## config.mk

```make
export PLATFORM = sky130hd
export DESIGN_NAME = mac_accumulator_flat
export DESIGN_NICKNAME = d
export VERILOG_FILES = /design/src/rtl/mac_accumulator_if.sv /design/src/rtl/mac_accumulator.sv /design/src/flat_wrapper.sv
export SDC_FILE = /design/constraint.sdc
export NUM_CORES = 1
export LEC_CHECK = 0
export CELL_PAD_IN_SITES_DETAIL_PLACEMENT = 1
export CELL_PAD_IN_SITES_GLOBAL_PLACEMENT = 1
export CORE_ASPECT_RATIO = 0.8
export CORE_MARGIN = 1.5
export CORE_UTILIZATION = 39
export DETAILED_ROUTE_END_ITERATION = 6
export HOLD_SLACK_MARGIN = 0.03
export PLACE_DENSITY_LB_ADDON = 0.05
export SLEW_MARGIN = 0
export SYNTH_ARGS = -nofsm -noshare
export SYNTH_HDL_FRONTEND = slang
export SYNTH_SLANG_ARGS = --single-unit
export TNS_END_PERCENT = 10
```

## constraint.sdc

```tcl
create_clock -name clk -period 4.5 [get_ports clk]
set_input_delay 0.9 -clock clk [delete_from_list [all_inputs] [get_ports clk]]
set_output_delay 0.9 -clock clk [all_outputs]
set_load 0.01 [all_outputs]
```

## src/rtl/mac_accumulator_if.sv

```systemverilog
// Handshake bundle between the MAC accumulate stage and its neighbours:
// job control, product input stream, and result output stream.
interface mac_accumulator_if #(
    parameter int PROD_W = 16,
    parameter int ACC_W  = 24,
    parameter int LEN_W  = 8
);
    logic              Start;
    logic [LEN_W-1:0]  Length;
    logic [ACC_W-1:0]  Bias;
    logic              In_Valid;
    logic              In_Ready;
    logic [PROD_W-1:0] Product;
    logic              Out_Valid;
    logic              Out_Ready;
    logic [ACC_W-1:0]  Acc_Out;
    logic              Overflow;
    logic              Busy;

    modport master (
        output Start, Length, Bias, In_Valid, Product, Out_Ready,
        input  In_Ready, Out_Valid, Acc_Out, Overflow, Busy
    );

    modport slave (
        input  Start, Length, Bias, In_Valid, Product, Out_Ready,
        output In_Ready, Out_Valid, Acc_Out, Overflow, Busy
    );
endinterface

```

## src/rtl/mac_accumulator.sv

```systemverilog
// Saturating accumulate stage: sums Length unsigned product terms onto a bias
// and hands the dot-product result to the activation stage via valid/ready.
module mac_accumulator #(
    parameter int PROD_W = 16,
    parameter int ACC_W  = 24,
    parameter int LEN_W  = 8
) (
    input logic              clk,
    input logic              rst_n,
    mac_accumulator_if.slave bus
);

    typedef enum logic [1:0] {
        IDLE  = 2'd0,
        ACCUM = 2'd1,
        DONE  = 2'd2
    } state_t;

    state_t            state;
    logic [ACC_W-1:0]  acc;
    logic [LEN_W-1:0]  count;
    logic [LEN_W-1:0]  len_q;
    logic              overflow;
    logic              out_valid;
    logic              busy;

    logic              accept;
    logic [ACC_W:0]    sum;

    assign accept = bus.In_Valid && (state == ACCUM);
    // One guard bit above the accumulator exposes any overflow of the add.
    assign sum    = {1'b0, acc} + (ACC_W + 1)'(bus.Product);

    assign bus.In_Ready  = (state == ACCUM);
    assign bus.Out_Valid = out_valid;
    assign bus.Acc_Out   = acc;
    assign bus.Overflow  = overflow;
    assign bus.Busy      = busy;

    // NOTE: state uses non-blocking assignments so every register samples pre-edge values.
    always_ff @(posedge clk) begin
        if (!rst_n) begin
            state     <= IDLE;
            acc       <= '0;
            count     <= '0;
            len_q     <= '0;
            overflow  <= 1'b0;
            out_valid <= 1'b0;
            busy      <= 1'b0;
        end else begin
            case (state)
                IDLE: begin
                    if (bus.Start) begin
                        acc      <= bus.Bias;
                        count    <= '0;
                        overflow <= 1'b0;
                        len_q    <= bus.Length;
                        busy     <= 1'b1;
                        if (bus.Length == '0) begin
                            state     <= DONE;
                            out_valid <= 1'b1;
                        end else begin
                            state <= ACCUM;
                        end
                    end
                end

                ACCUM: begin
                    if (accept) begin
                        if (sum[ACC_W]) begin
                            acc      <= '1;
                            overflow <= 1'b1;
                        end else begin
                            acc <= sum[ACC_W-1:0];
                        end
                        count <= count + LEN_W'(1);
                        if (count == len_q - LEN_W'(1)) begin
                            state     <= DONE;
                            out_valid <= 1'b1;
                        end
                    end
                end

                DONE: begin
                    // Start is deliberately not examined here; new jobs begin only from IDLE.
                    if (bus.Out_Ready) begin
                        state     <= IDLE;
                        out_valid <= 1'b0;
                        busy      <= 1'b0;
                    end
                end

                default: state <= IDLE;
            endcase
        end
    end

endmodule
```

## src/flat_wrapper.sv

```systemverilog
// flat-port wrapper written by rule: the top's interface ports become plain ports
module mac_accumulator_flat 
#(
    parameter int PROD_W = 16,
    parameter int ACC_W  = 24,
    parameter int LEN_W  = 8
)
  (clk, rst_n, bus_Start, bus_Length, bus_Bias, bus_In_Valid, bus_Product, bus_Out_Ready, bus_In_Ready, bus_Out_Valid, bus_Acc_Out, bus_Overflow, bus_Busy);
  mac_accumulator_if #(.PROD_W(PROD_W), .ACC_W(ACC_W), .LEN_W(LEN_W)) bus_i ();
  input logic clk;
  input logic rst_n;
  input wire logic [$bits(bus_i.Start)-1:0] bus_Start;
  input wire logic [$bits(bus_i.Length)-1:0] bus_Length;
  input wire logic [$bits(bus_i.Bias)-1:0] bus_Bias;
  input wire logic [$bits(bus_i.In_Valid)-1:0] bus_In_Valid;
  input wire logic [$bits(bus_i.Product)-1:0] bus_Product;
  input wire logic [$bits(bus_i.Out_Ready)-1:0] bus_Out_Ready;
  output wire logic [$bits(bus_i.In_Ready)-1:0] bus_In_Ready;
  output wire logic [$bits(bus_i.Out_Valid)-1:0] bus_Out_Valid;
  output wire logic [$bits(bus_i.Acc_Out)-1:0] bus_Acc_Out;
  output wire logic [$bits(bus_i.Overflow)-1:0] bus_Overflow;
  output wire logic [$bits(bus_i.Busy)-1:0] bus_Busy;
  assign bus_i.Start = bus_Start;
  assign bus_i.Length = bus_Length;
  assign bus_i.Bias = bus_Bias;
  assign bus_i.In_Valid = bus_In_Valid;
  assign bus_i.Product = bus_Product;
  assign bus_i.Out_Ready = bus_Out_Ready;
  assign bus_In_Ready = bus_i.In_Ready;
  assign bus_Out_Valid = bus_i.Out_Valid;
  assign bus_Acc_Out = bus_i.Acc_Out;
  assign bus_Overflow = bus_i.Overflow;
  assign bus_Busy = bus_i.Busy;
  mac_accumulator #(.PROD_W(PROD_W), .ACC_W(ACC_W), .LEN_W(LEN_W)) u_core (.clk(clk), .rst_n(rst_n), .bus(bus_i));
endmodule
```

==> implementation parameters, run 1 <==
Parameter                              Value

Clock network
  Number of H-tree levels ... 2
  Clock sink total ... 45
  Num CTS Buffers ... 5
  CTS tree ... yes
  Number of buffers inserted for hold repair after clock tree synthesis ... 0
  CTS root buffer ... sky130_fd_sc_hd__clkbuf_8
  Worst-path clk slew ... 90 ps
  Clock latency on the worst-skew pair ... 300 ps
  Number of setup buffers added after CTS ... 0
  Number of buffers on the longest clock path ... 2
  Count of cells resized by post-cts repair ... 0

Die
  Standard-cell row count ... 29
  Area of the core ... 8020 sq um
  Top-level I/O count ... 81
  Chip Height ... 84.8 um
  Width of the die ... 105 um
  Area of the die ... 8930 sq um
  Effective utilization at floorplan ... 40.7%

Min path
  Worst min-delay path category ... register to register
  Number of instances on the worst hold path ... 2

Critical path
  Reg2reg path depth ... 8
  Crit start category ... input port
  Critical Path AT ... 3730 ps
  Highest net fanout along the worst path ... 21
  Required time of the worst setup path ... 4660 ps
  CP Class ... input port to register
  Endpoint kind of the worst setup timing path ... register

STA
  Final clock skew ... 5.12 ps
  Fmax ... 0.280 GHz
  Final-layout setup total negative slack ... 0 ps
  Setup repair after global routing missed its margin ... no
  Worst slew margin relative to its limit ... 37.9%
  Number of hold violations in the final report ... 0
  Number of pins exceeding their max-slew limit in the final report ... 0
  Final Critical Period ... 3570 ps
  Final count of negative-setup-slack endpoints ... 0
  Post-route clock period utilization ... 79.3%
  Slew of the pin with the lowest slew margin ... 931 ps

Layout
  ANT cells ... 0
  Growth of design area from synthesis to finish ... 29.8%
  Area of the multi-input gates ... 2210 sq um
  Layout cell share with drive strength beyond 1 ... 4.50%
  Storage element area ... 901 sq um
  Finished layout cell area ... 4240 sq um
  Filler cell count ... 974
  Net total in the final layout ... 560

Routing
  Uppermost layer routed ... met4
  Wire per inst ... 18.0 um
  Final wirelength ... 10,700 um
  Routed met1 length ... 5420 um
  Total length of routed met2 wires ... 4720 um
  Metal3 WL ... 493 um
  DRC marker count from the first detailed-route iteration ... 180
  Post-detailed-route via-to-cell ratio ... 5.77
  Iteration count of the initial detailed-routing pass ... 6
  DRC viols ... 0
  DRT antenna net count ... 0
  Via Count ... 3,443

Global routing
  Number of global-route vias before repair ... 3,478
  Maximum number of pins on one net before global-route repair ... 33
  Global-route wire length before repair ... 17,600 um
  Overflow after GRT ... 0
  Total global-route track usage ... 24.6%
  Initial antenna violation count ... 0

Synth
  Post-Synthesis Cells ... 420
  Seq/Total Area, Yosys ... 27.6%
  Primary flip-flop cell chosen by synthesis mapping ... sky130_fd_sc_hd__dfxtp_1
  Cell accounting for the most synthesized area ... sky130_fd_sc_hd__dfxtp_1
  Area share of the largest cell type after synthesis ... 27.6%
  Leading cell types by total area after synthesis ... sky130_fd_sc_hd__dfxtp_1 (28%), sky130_fd_sc_hd__nand2_1 (7.1%), sky130_fd_sc_hd__ha_1 (6.9%)
  Number of unique standard cell types used by synthesis ... 62
  Netlist area before placement ... 3260 sq um
  Number of storage elements in the synthesis netlist ... 45
  Synth Net Count ... 492
  Yosys synthesis warning count ... 0
  Average instance area after synthesis ... 7.77 sq um
  Number of synthesized flops with an enable pin ... 0
  Share of flip-flops with an asynchronous set or reset after synthesis ... 0%

Flow run
  Maxcap violations ... 0

Place
  Post-placement cell area ... 4120 sq um
  Routability Congestion ... 0.866
  Port Buffer Count ... 80
  HPWL after detailed placement ... 8020 um

Pwr
  Worst ir drop on vdd ... 0.133 mV
  Overall power ... 0.00133 W
  Leak pwr ... 1.57 nW
  Ratio of total power to cell area ... 315 nW/um^2

Outcome
  Result of the run ... complete, no violations
## through the flow
stage / setup slack, ps / utilization (%) / instances / hold WS (ps)
after floorplan: 1530 / - / 420 / 452
after global placement: 747 / 51.3 / 589 / 446
after detailed placement: 672 / 51.3 / 589 / 451
after CTS: 923 / 52.8 / 597 / 470
after global routing: 824 / 52.8 / 597 / 501
final: 929 / 52.8 / 597 / 460
## layout make-up
class / count / area share, %
clock inverters: 2 / 0.886
multi-input cells: 340 / 52.1
well taps: 108 / 3.19
inverters: 13 / 1.15
repair buffers: 83 / 19.4
clock buffers: 6 / 1.95
flip-flops and latches: 45 / 21.3
## state kept, by name, indices dropped and copies added, names as in the netlist
register	flops
u_core.bus.Acc_Out	24
u_core.bus.Busy	1
u_core.bus.Out_Valid	1
u_core.bus.Overflow	1
u_core.count	8
u_core.len_q	8
u_core.state	2
## power breakdown
part	internal, W	switching (W)	leakage, nW
clock network	0.000181	0.000154	0.0574
logic	0.000238	0.000284	1.15
registers	0.000435	0.0000427	0.369
## cell usage in the layout (no fill, tap or decap), types with 5 or more instances in the layout
cell,count
sky130_fd_sc_hd__nor2_1,32
sky130_fd_sc_hd__o21a_1,6
sky130_fd_sc_hd__xor2_1,15
sky130_fd_sc_hd__a21o_1,5
sky130_fd_sc_hd__nand3_1,15
sky130_fd_sc_hd__dfxtp_1,45
sky130_fd_sc_hd__nor3_1,11
sky130_fd_sc_hd__nand2_1,62
sky130_fd_sc_hd__clkbuf_8,6
sky130_fd_sc_hd__o211ai_1,7
sky130_fd_sc_hd__a21boi_0,20
sky130_fd_sc_hd__clkdlybuf4s50_1,80
sky130_fd_sc_hd__o221ai_1,12
sky130_fd_sc_hd__ha_1,18
sky130_fd_sc_hd__a211oi_1,6
sky130_fd_sc_hd__o21ai_0,26
sky130_fd_sc_hd__a31oi_1,7
sky130_fd_sc_hd__inv_1,12
sky130_fd_sc_hd__a21oi_1,19
sky130_fd_sc_hd__nand2b_1,5
sky130_fd_sc_hd__xnor2_1,13
## synthesized netlist by cell type (2+ instances only)
| cell | count |
|---|---|
| sky130_fd_sc_hd__dfxtp_1 | 45 |
| sky130_fd_sc_hd__a32o_1 | 3 |
| sky130_fd_sc_hd__or3_1 | 4 |
| sky130_fd_sc_hd__xor2_1 | 15 |
| sky130_fd_sc_hd__nor2_1 | 32 |
| sky130_fd_sc_hd__ha_1 | 18 |
| sky130_fd_sc_hd__inv_1 | 12 |
| sky130_fd_sc_hd__o221ai_1 | 12 |
| sky130_fd_sc_hd__o21bai_1 | 3 |
| sky130_fd_sc_hd__nor3_1 | 11 |
| sky130_fd_sc_hd__nor2b_1 | 4 |
| sky130_fd_sc_hd__and2_1 | 2 |
| sky130_fd_sc_hd__xnor2_1 | 13 |
| sky130_fd_sc_hd__o31ai_1 | 2 |
| sky130_fd_sc_hd__o21a_1 | 6 |
| sky130_fd_sc_hd__a21boi_0 | 20 |
| sky130_fd_sc_hd__o211ai_1 | 7 |
| sky130_fd_sc_hd__mux2i_1 | 2 |
| sky130_fd_sc_hd__nand3b_1 | 3 |
| sky130_fd_sc_hd__a21oi_1 | 19 |
| sky130_fd_sc_hd__clkbuf_1 | 12 |
| sky130_fd_sc_hd__a31oi_1 | 7 |
| sky130_fd_sc_hd__nor4_1 | 4 |
| sky130_fd_sc_hd__buf_1 | 2 |
| sky130_fd_sc_hd__nand4_1 | 3 |
| sky130_fd_sc_hd__buf_2 | 5 |
| sky130_fd_sc_hd__nor4_2 | 2 |
| sky130_fd_sc_hd__nand2b_1 | 5 |
| sky130_fd_sc_hd__nand2_1 | 62 |
| sky130_fd_sc_hd__buf_6 | 2 |
| sky130_fd_sc_hd__o21ai_0 | 26 |
| sky130_fd_sc_hd__or2_2 | 3 |
| sky130_fd_sc_hd__o21ai_1 | 2 |
| sky130_fd_sc_hd__nand3_1 | 15 |
| sky130_fd_sc_hd__a211oi_1 | 6 |
| sky130_fd_sc_hd__a21o_1 | 5 |
## final timing paths
check	from	end	slack [ps]
max reg2reg	u_core.bus.Acc_Out[0]	u_core.bus.Acc_Out[20]	1580
max	bus_Product[0]	u_core.bus.Acc_Out[20]	930
min reg2reg	u_core.bus.Out_Valid	u_core.bus.Out_Valid	460
min	u_core.bus.Out_Valid	u_core.bus.Out_Valid	460
## cells by family (layout without fill, tap and decap cells)
group / count (synthesis) / count (layout) / share of synthesized area, %
buffers and inverters: 35 / 104 / 4.72
adders and majority gates: 19 / 19 / 7.52
xor gates and xnor gates: 28 / 28 / 7.52
DFF: 45 / 45 / 27.6
AOI/OAI and AO/OA: 135 / 135 / 29.5
muxes: 2 / 2 / 0.614
and+or+nand+nor: 156 / 156 / 22.5
## metal layers
layer / vias up / GRT usage (%)
met3: 10 / 3.46
met1: 1667 / 36.3
li1: 1670 / -
met5: - / 0
met2: 96 / 37.8
met4: 0 / 5.85
## critical path, stage by stage
cell                              delay (ps)
sky130_fd_sc_hd__clkdlybuf4s50_1         400
sky130_fd_sc_hd__ha_1                    210
sky130_fd_sc_hd__fa_1                    400
sky130_fd_sc_hd__a21o_1                  240
sky130_fd_sc_hd__a221oi_4                330
sky130_fd_sc_hd__o2111ai_2               180
sky130_fd_sc_hd__a41o_1                  560
sky130_fd_sc_hd__nor3_1                  380
sky130_fd_sc_hd__a211oi_1                130
(Power assumes the default switching activity.)
==> inputs of run 2 (changes only) <==
Settings changed: CORE_UTILIZATION 39 to 36.
Clock period 4.5 ns to 3.7 ns, I/O delays scaled along.
==> run 2 against run 1 <==
Via count decreased by 1.3%. Combinational power is 22% higher. Design area is 1.4% higher. Clock power up 37%. Critical endpoint is now u_core.bus.Acc_Out[17]. Largest power group unchanged.
==> implementation parameters, run 2 (synthesis results as in run 1) <==
Parameter                              Value

Pwr
  Leak pwr ... 1.61 nW (was 1.57 nW)
  Ratio of total power to cell area ... 391 nW/um^2 (was 315 nW/um^2)
  Overall power ... 0.00168 W (was 0.00133 W)
  Worst ir drop on vdd ... 0.212 mV (was 0.133 mV)

Clock network
  Clock sink total ... 45 (unchanged)
  CTS root buffer ... sky130_fd_sc_hd__clkbuf_16 (was sky130_fd_sc_hd__clkbuf_8)
  Num CTS Buffers ... 5 (unchanged)
  Number of buffers inserted for hold repair after clock tree synthesis ... 0 (unchanged)
  Clock latency on the worst-skew pair ... 290 ps (was 300 ps)
  Count of cells resized by post-cts repair ... 0 (unchanged)
  Worst-path clk slew ... 70 ps (was 90 ps)
  Number of setup buffers added after CTS ... 0 (unchanged)
  Number of buffers on the longest clock path ... 2 (unchanged)
  Number of H-tree levels ... 2 (unchanged)
  CTS tree ... yes (unchanged)

Routing
  Iteration count of the initial detailed-routing pass ... 4 (was 6)
  Post-detailed-route via-to-cell ratio ... 5.62 (was 5.77)
  Final wirelength ... 10,700 um (about the same)
  DRC viols ... 0 (unchanged)
  Via Count ... 3,398 (was 3,443)
  DRT antenna net count ... 0 (unchanged)
  DRC marker count from the first detailed-route iteration ... 148 (was 180)
  Wire per inst ... 17.7 um (was 18.0 um)

Flow run
  Maxcap violations ... 0 (unchanged)

Critical path
  CP Class ... input port to register (unchanged)
  Worst R2R Setup Slack ... 1090 ps (was 1580 ps)
  Required time of the worst setup path ... 3880 ps (was 4660 ps)
  Crit start category ... input port (unchanged)
  Critical Path AT ... 3320 ps (was 3730 ps)
  Startpoint of the worst register-to-register path ... u_core.bus.Acc_Out[0] (unchanged)
  Highest net fanout along the worst path ... 16 (was 21)
  Reg2reg path depth ... 9 (was 8)
  Endpoint kind of the worst setup timing path ... register (unchanged)
  Worst setup path endpoint ... u_core.bus.Acc_Out[17] (was u_core.bus.Acc_Out[20])
  Worst setup startpoint ... bus_Product[0] (unchanged)
  Reg-to-reg critical path endpoint ... u_core.bus.Acc_Out[17] (was u_core.bus.Acc_Out[20])

Die
  Chip Height ... 88.2 um (was 84.8 um)
  Area of the core ... 8630 sq um (was 8020 sq um)
  Standard-cell row count ... 30 (was 29)
  Width of the die ... 109 um (was 105 um)
  Effective utilization at floorplan ... 37.8% (was 40.7%)
  Area of the die ... 9650 sq um (was 8930 sq um)
  Top-level I/O count ... 81 (unchanged)

Layout
  Most frequent cells in the layout ... sky130_fd_sc_hd__clkdlybuf4s50_1 (80), sky130_fd_sc_hd__nand2_1 (62), sky130_fd_sc_hd__dfxtp_1 (45), sky130_fd_sc_hd__nor2_1 (32), sky130_fd_sc_hd__o21ai_0 (26) (unchanged)
  Leading cell type in the layout, fill and taps excluded ... sky130_fd_sc_hd__clkdlybuf4s50_1 (unchanged)
  Growth of design area from synthesis to finish ... 31.7% (was 29.8%)
  Layout cell share with drive strength beyond 1 ... 5.27% (was 4.50%)
  Net total in the final layout ... 564 (was 560)
  Finished layout cell area ... 4300 sq um (was 4240 sq um)
  Flip-flop count of the largest register after layout ... 24 (unchanged)
  ANT cells ... 0 (unchanged)
  Share of the core filled with cells ... 49.8% (was 52.8%)

STA
  Worst Slack Setup Final ... 564 ps (was 929 ps)
  Slew of the pin with the lowest slew margin ... 592 ps (was 931 ps)
  Final count of negative-setup-slack endpoints ... 0 (unchanged)
  Number of pins exceeding their max-slew limit in the final report ... 0 (unchanged)
  Fmax ... 0.319 GHz
  Post-route clock period utilization ... 84.7%
  Final Critical Period ... 3140 ps
  Final clock skew ... 6.50 ps (was 5.12 ps)
  Number of hold violations in the final report ... 0 (unchanged)
  Final-layout setup total negative slack ... 0 ps (unchanged)
  Setup repair after global routing missed its margin ... no (unchanged)
  Worst slew margin relative to its limit ... 60.6% (was 37.9%)

Place
  Post-placement cell area ... 4150 sq um (was 4120 sq um)
  Port Buffer Count ... 80 (unchanged)
  HPWL after detailed placement ... 8190 um (was 8020 um)
  Routability Congestion ... 0.905 (was 0.866)
  Worst setup slack before clock tree synthesis ... 263 ps (was 672 ps)

Outcome
  Result of the run ... complete, no violations (unchanged)

Global routing
  Overflow after GRT ... 0 (unchanged)
  Initial antenna violation count ... 0 (unchanged)
  Global-route wire length before repair ... 17,100 um (was 17,600 um)
  Number of global-route vias before repair ... 3,292 (was 3,478)
  Maximum number of pins on one net before global-route repair ... 33 (unchanged)
  Total global-route track usage ... 23.0% (was 24.6%)

Min path
  Worst min-delay path category ... register to register (unchanged)
## run 2: worst min path at each step
| stage | start | to | depth (start not counted) | slack, ps |
|---|---|---|---|---|
| after global routing | u_core.bus.Out_Valid | u_core.bus.Out_Valid | 2 | 480 |
| after detailed placement | u_core.bus.Acc_Out[10] | u_core.bus.Acc_Out[10] | 2 | 460 |
| final | u_core.bus.Out_Valid | u_core.bus.Out_Valid | 2 | 470 |
| after global placement | u_core.bus.Out_Valid | u_core.bus.Out_Valid | 2 | 440 |
| after CTS | u_core.bus.Acc_Out[10] | u_core.bus.Acc_Out[10] | 2 | 470 |
| after floorplan | u_core.len_q[6] | u_core.len_q[6] | 2 | 450 |
## run 2: critical path, stage by stage
cell	delay (ps)
sky130_fd_sc_hd__clkdlybuf4s50_1	410
sky130_fd_sc_hd__ha_1	220
sky130_fd_sc_hd__fa_1	400
sky130_fd_sc_hd__a21o_1	230
sky130_fd_sc_hd__a221oi_4	330
sky130_fd_sc_hd__o2111ai_2	180
sky130_fd_sc_hd__a41o_1	250
sky130_fd_sc_hd__buf_4	200
sky130_fd_sc_hd__nor4_2	270
sky130_fd_sc_hd__nor3_1	80
## run 2: layer usage
metal / part of all wire (%) / track usage (%) / wire (um) / up-vias
met5: 0 / 0 / 0 / -
met4: 0.89 / 5.43 / 95 / 0
met3: 4.6 / 4.09 / 490 / 9
met2: 41 / 33.8 / 4400 / 90
met1: 54 / 34.5 / 5740 / 1620
li1: - / - / - / 1679
## run 2: through the flow
| stage | instances | hold WS [ps] |
|---|---|---|
| detailed placement | 597 | 459 |
| global route | 605 | 482 |
| finish | 605 | 469 |
| floorplan | 420 | 452 |
| CTS | 605 | 472 |
| global placement | 597 | 438 |
## run 2: area by class of cell
| class | count | area, sq um |
|---|---|---|
| Clock buffer | 5 | 125 |
| Clock inverter | 3 | 21.3 |
| Fill cell | 1079 | 4340 |
| Inverter | 13 | 48.8 |
| Multi-Input combinational cell | 340 | 2210 |
| Sequential cell | 45 | 901 |
| Tap cell | 112 | 140 |
| Timing Repair Buffer | 87 | 853 |
## run 2: where the power goes
group | internal [W] | switching, W
combinational | 0.000295 | 0.000344
sequential | 0.000529 | 0.0000529
clock | 0.000252 | 0.000208
==> inputs of run 3 (changes only) <==
Settings changed: CORE_UTILIZATION 36 to 33.
Clock period 3.7 ns to 2.6 ns, I/O delays scaled along.
==> run 3 against run 2 <==
Total power up 55%. Clock-buffer cell count unchanged. Global-route usage up 0.40 points. Non-clock buffer count up 52. Hold slack worse by 5.7 ps. Highest routed layer unchanged. Flip-flop and latch count unchanged. Critical path depth unchanged. Largest cell class unchanged. Clock power up 42%. Via count up 4.8%.
==> implementation parameters, run 3 (synthesis results as in run 1) <==
Parameter                              Value

Critical path
  Required time of the worst setup path ... 2770 ps (was 3880 ps)
  Critical Path AT ... 2690 ps (was 3320 ps)
  Series of cell instances along the critical path ... ha_4 -> fa_2 -> a21o_1 -> a221oi_4 -> buf_4 -> nand3b_1 -> a31oi_2 -> or3_1 -> a21oi_2 -> o21ai_1 (was clkdlybuf4s50_1 -> ha_1 -> fa_1 -> a21o_1 -> a221oi_4 -> o2111ai_2 -> a41o_1 -> buf_4 -> nor4_2 -> nor3_1)
  Crit path largest cell delay ... 370 ps (was 410 ps)
  CP Class ... register to register (was input port to register)
  Crit start category ... register (was input port)
  Slowest-stage cell, CP ... sky130_fd_sc_hd__fa_2 (was sky130_fd_sc_hd__clkdlybuf4s50_1)
  Highest net fanout along the worst path ... 3 (was 16)
  Endpoint kind of the worst setup timing path ... register (unchanged)
  Reg2reg path depth ... 10 (was 9)

Clock network
  Worst-path clk slew ... 70 ps (about the same)
  Clock sink total ... 45 (unchanged)
  Number of H-tree levels ... 2 (unchanged)
  Clock latency on the worst-skew pair ... 290 ps (about the same)
  Number of buffers on the longest clock path ... 2 (unchanged)
  CTS tree ... yes (unchanged)
  CTS root buffer ... sky130_fd_sc_hd__clkbuf_16 (unchanged)
  Num CTS Buffers ... 5 (unchanged)

Place
  Port Buffer Count ... 80 (unchanged)
  HPWL after detailed placement ... 9260 um (was 8190 um)
  Worst setup slack before clock tree synthesis ... -660 ps (was 263 ps)
  Routability Congestion ... 0.816 (was 0.905)
  Placed cells ... 651 (was 597)

Die
  Effective utilization at floorplan ... 34.0% (was 37.8%)
  Standard-cell row count ... 32 (was 30)
  Width of the die ... 114 um (was 109 um)
  Top-level I/O count ... 81 (unchanged)
  Chip Height ... 91.9 um (was 88.2 um)
  Area of the core ... 9610 sq um (was 8630 sq um)
  Area of the die ... 10,500 sq um (was 9650 sq um)

Layout
  Leading cell type in the layout, fill and taps excluded ... sky130_fd_sc_hd__clkdlybuf4s50_1 (unchanged)
  Most frequent cells in the layout ... sky130_fd_sc_hd__clkdlybuf4s50_1 (74), sky130_fd_sc_hd__nand2_1 (62), sky130_fd_sc_hd__buf_4 (56), sky130_fd_sc_hd__dfxtp_1 (44), sky130_fd_sc_hd__nor2_1 (31) (was sky130_fd_sc_hd__clkdlybuf4s50_1 (80), sky130_fd_sc_hd__nand2_1 (62), sky130_fd_sc_hd__dfxtp_1 (45), sky130_fd_sc_hd__nor2_1 (32), sky130_fd_sc_hd__o21ai_0 (26))
  Growth of design area from synthesis to finish ... 48.7% (was 31.7%)
  Layout cell share with drive strength beyond 1 ... 18.3% (was 5.27%)
  Filler cell count ... 1,164 (was 1,079)
  Share of the core filled with cells ... 50.5% (was 49.8%)
  ANT cells ... 0 (unchanged)
  Flip-flop count of the largest register after layout ... 24 (unchanged)
  Final standard cell count with taps included and fillers excluded ... 664 (was 605)
  Net total in the final layout ... 616 (was 564)

STA
  Worst Slack Setup Final ... 81.6 ps (was 564 ps)
  Slew of the pin with the lowest slew margin ... 606 ps (was 592 ps)
  Setup repair after global routing missed its margin ... yes (was no)
  Final-layout setup total negative slack ... 0 ps (unchanged)
  Final Critical Period ... 2520 ps
  Number of pins exceeding their max-slew limit in the final report ... 0 (unchanged)
  Number of hold violations in the final report ... 0 (unchanged)
  Final clock skew ... 6.53 ps (was 6.50 ps)
  Worst slew margin relative to its limit ... 59.4% (was 60.6%)
  Final count of negative-setup-slack endpoints ... 0 (unchanged)
  Post-route clock period utilization ... 96.9%
  Hold_ws ... 464 ps (was 469 ps)
  Fmax ... 0.397 GHz

Global routing
  Initial antenna violation count ... 0 (unchanged)
  Number of global-route vias before repair ... 3,867 (was 3,292)
  Overflow after GRT ... 0 (unchanged)
  Total global-route track usage ... 23.4% (was 23.0%)
  Maximum number of pins on one net before global-route repair ... 28 (was 33)
  Global-route wire length before repair ... 19,500 um (was 17,100 um)

Routing
  Final wirelength ... 11,800 um (was 10,700 um)
  Post-detailed-route via-to-cell ratio ... 5.36 (was 5.62)
  Iteration count of the initial detailed-routing pass ... 4 (unchanged)
  DRC viols ... 0 (unchanged)
  Via Count ... 3,562 (was 3,398)
  Wire per inst ... 17.7 um (about the same)
  DRT antenna net count ... 0 (unchanged)
  DRC marker count from the first detailed-route iteration ... 117 (was 148)

Outcome
  Result of the run ... complete, no violations (unchanged)

Pwr
  Worst ir drop on vdd ... 0.240 mV (was 0.212 mV)
  Ratio of total power to cell area ... 538 nW/um^2 (was 391 nW/um^2)
  Leak pwr ... 1.90 nW (was 1.61 nW)

Min path
  Worst min-delay path category ... register to register (unchanged)
  Number of instances on the worst hold path ... 2 (unchanged)

Flow run
  Maxcap violations ... 0 (unchanged)
==> run 3: worst paths after layout <==
check,start,end,slack (ps)
worst max-delay path,u_core.bus.Acc_Out[0],u_core.bus.Acc_Out[14],80
worst min-delay path,u_core.bus.Acc_Out[12],u_core.bus.Acc_Out[12],460
worst max register to register,u_core.bus.Acc_Out[0],u_core.bus.Acc_Out[14],80
worst min register to register,u_core.bus.Acc_Out[12],u_core.bus.Acc_Out[12],460
==> run 3: layout make-up <==
class                   count  area (sq um)  area share [%]
flip-flops and latches     45           902            18.6
clock inverters             3          21.3           0.438
inverters                  13          48.8            1.01
clock buffers               5           125            2.58
multi-input cells         340          2340            48.2
well taps                 119           149            3.07
repair buffers            139          1270            26.1
==> run 3: report_power, final <==
part | leakage, nW | switching, W | internal [W] | total (W)
Clock | 0.0702 | 0.000295 | 0.000359 | 0.000654
Combinational | 1.46 | 0.000557 | 0.000570 | 0.00113
Sequential | 0.370 | 0.0000768 | 0.000753 | 0.000830
Total | 1.90 | 0.000929 | 0.00168 | 0.00261
==> run 3: critical path, delay by kind of cell (launching register included) <==
family	cells	cell delay, ps
AO/OA/AOI/OAI	5	850
buffers and inverters	1	170
flip-flops	1	340
AND/OR/NAND/NOR	2	510
adder cells (fa/ha/maj)	2	540
==> run 3: timing repair <==
action / in CTS / in global routing
hold endpoints to repair: 0 / 0
buffers inserted: 5 / 0
hold buffers: 0 / 0
endpoints found under the setup margin: 25 / 19
pin swaps: 11 / 6
gates resized for setup: 19 / 18
==> run 3: per-stage QoR <==
step | power (W) | cell area (sq um)
final | 0.00261 | 4850
after global routing | 0.00278 | 4850
after CTS | 0.00261 | 4780
after detailed placement | 0.00190 | 4540
after global placement | 0.00188 | 4540
after floorplan | 0.00138 | 3260
==> run 3: metal layers <==
metal  vias up  part of all wire [%]  wire length [um]  GRT usage, %
li1       1780                     -                 -             -
met1      1700                    50              5920          33.0
met2        77                    44              5230          38.3
met3         5                   4.9               575          3.70
met4         0                  0.41                48          3.33
met5         -                     0                 0             0
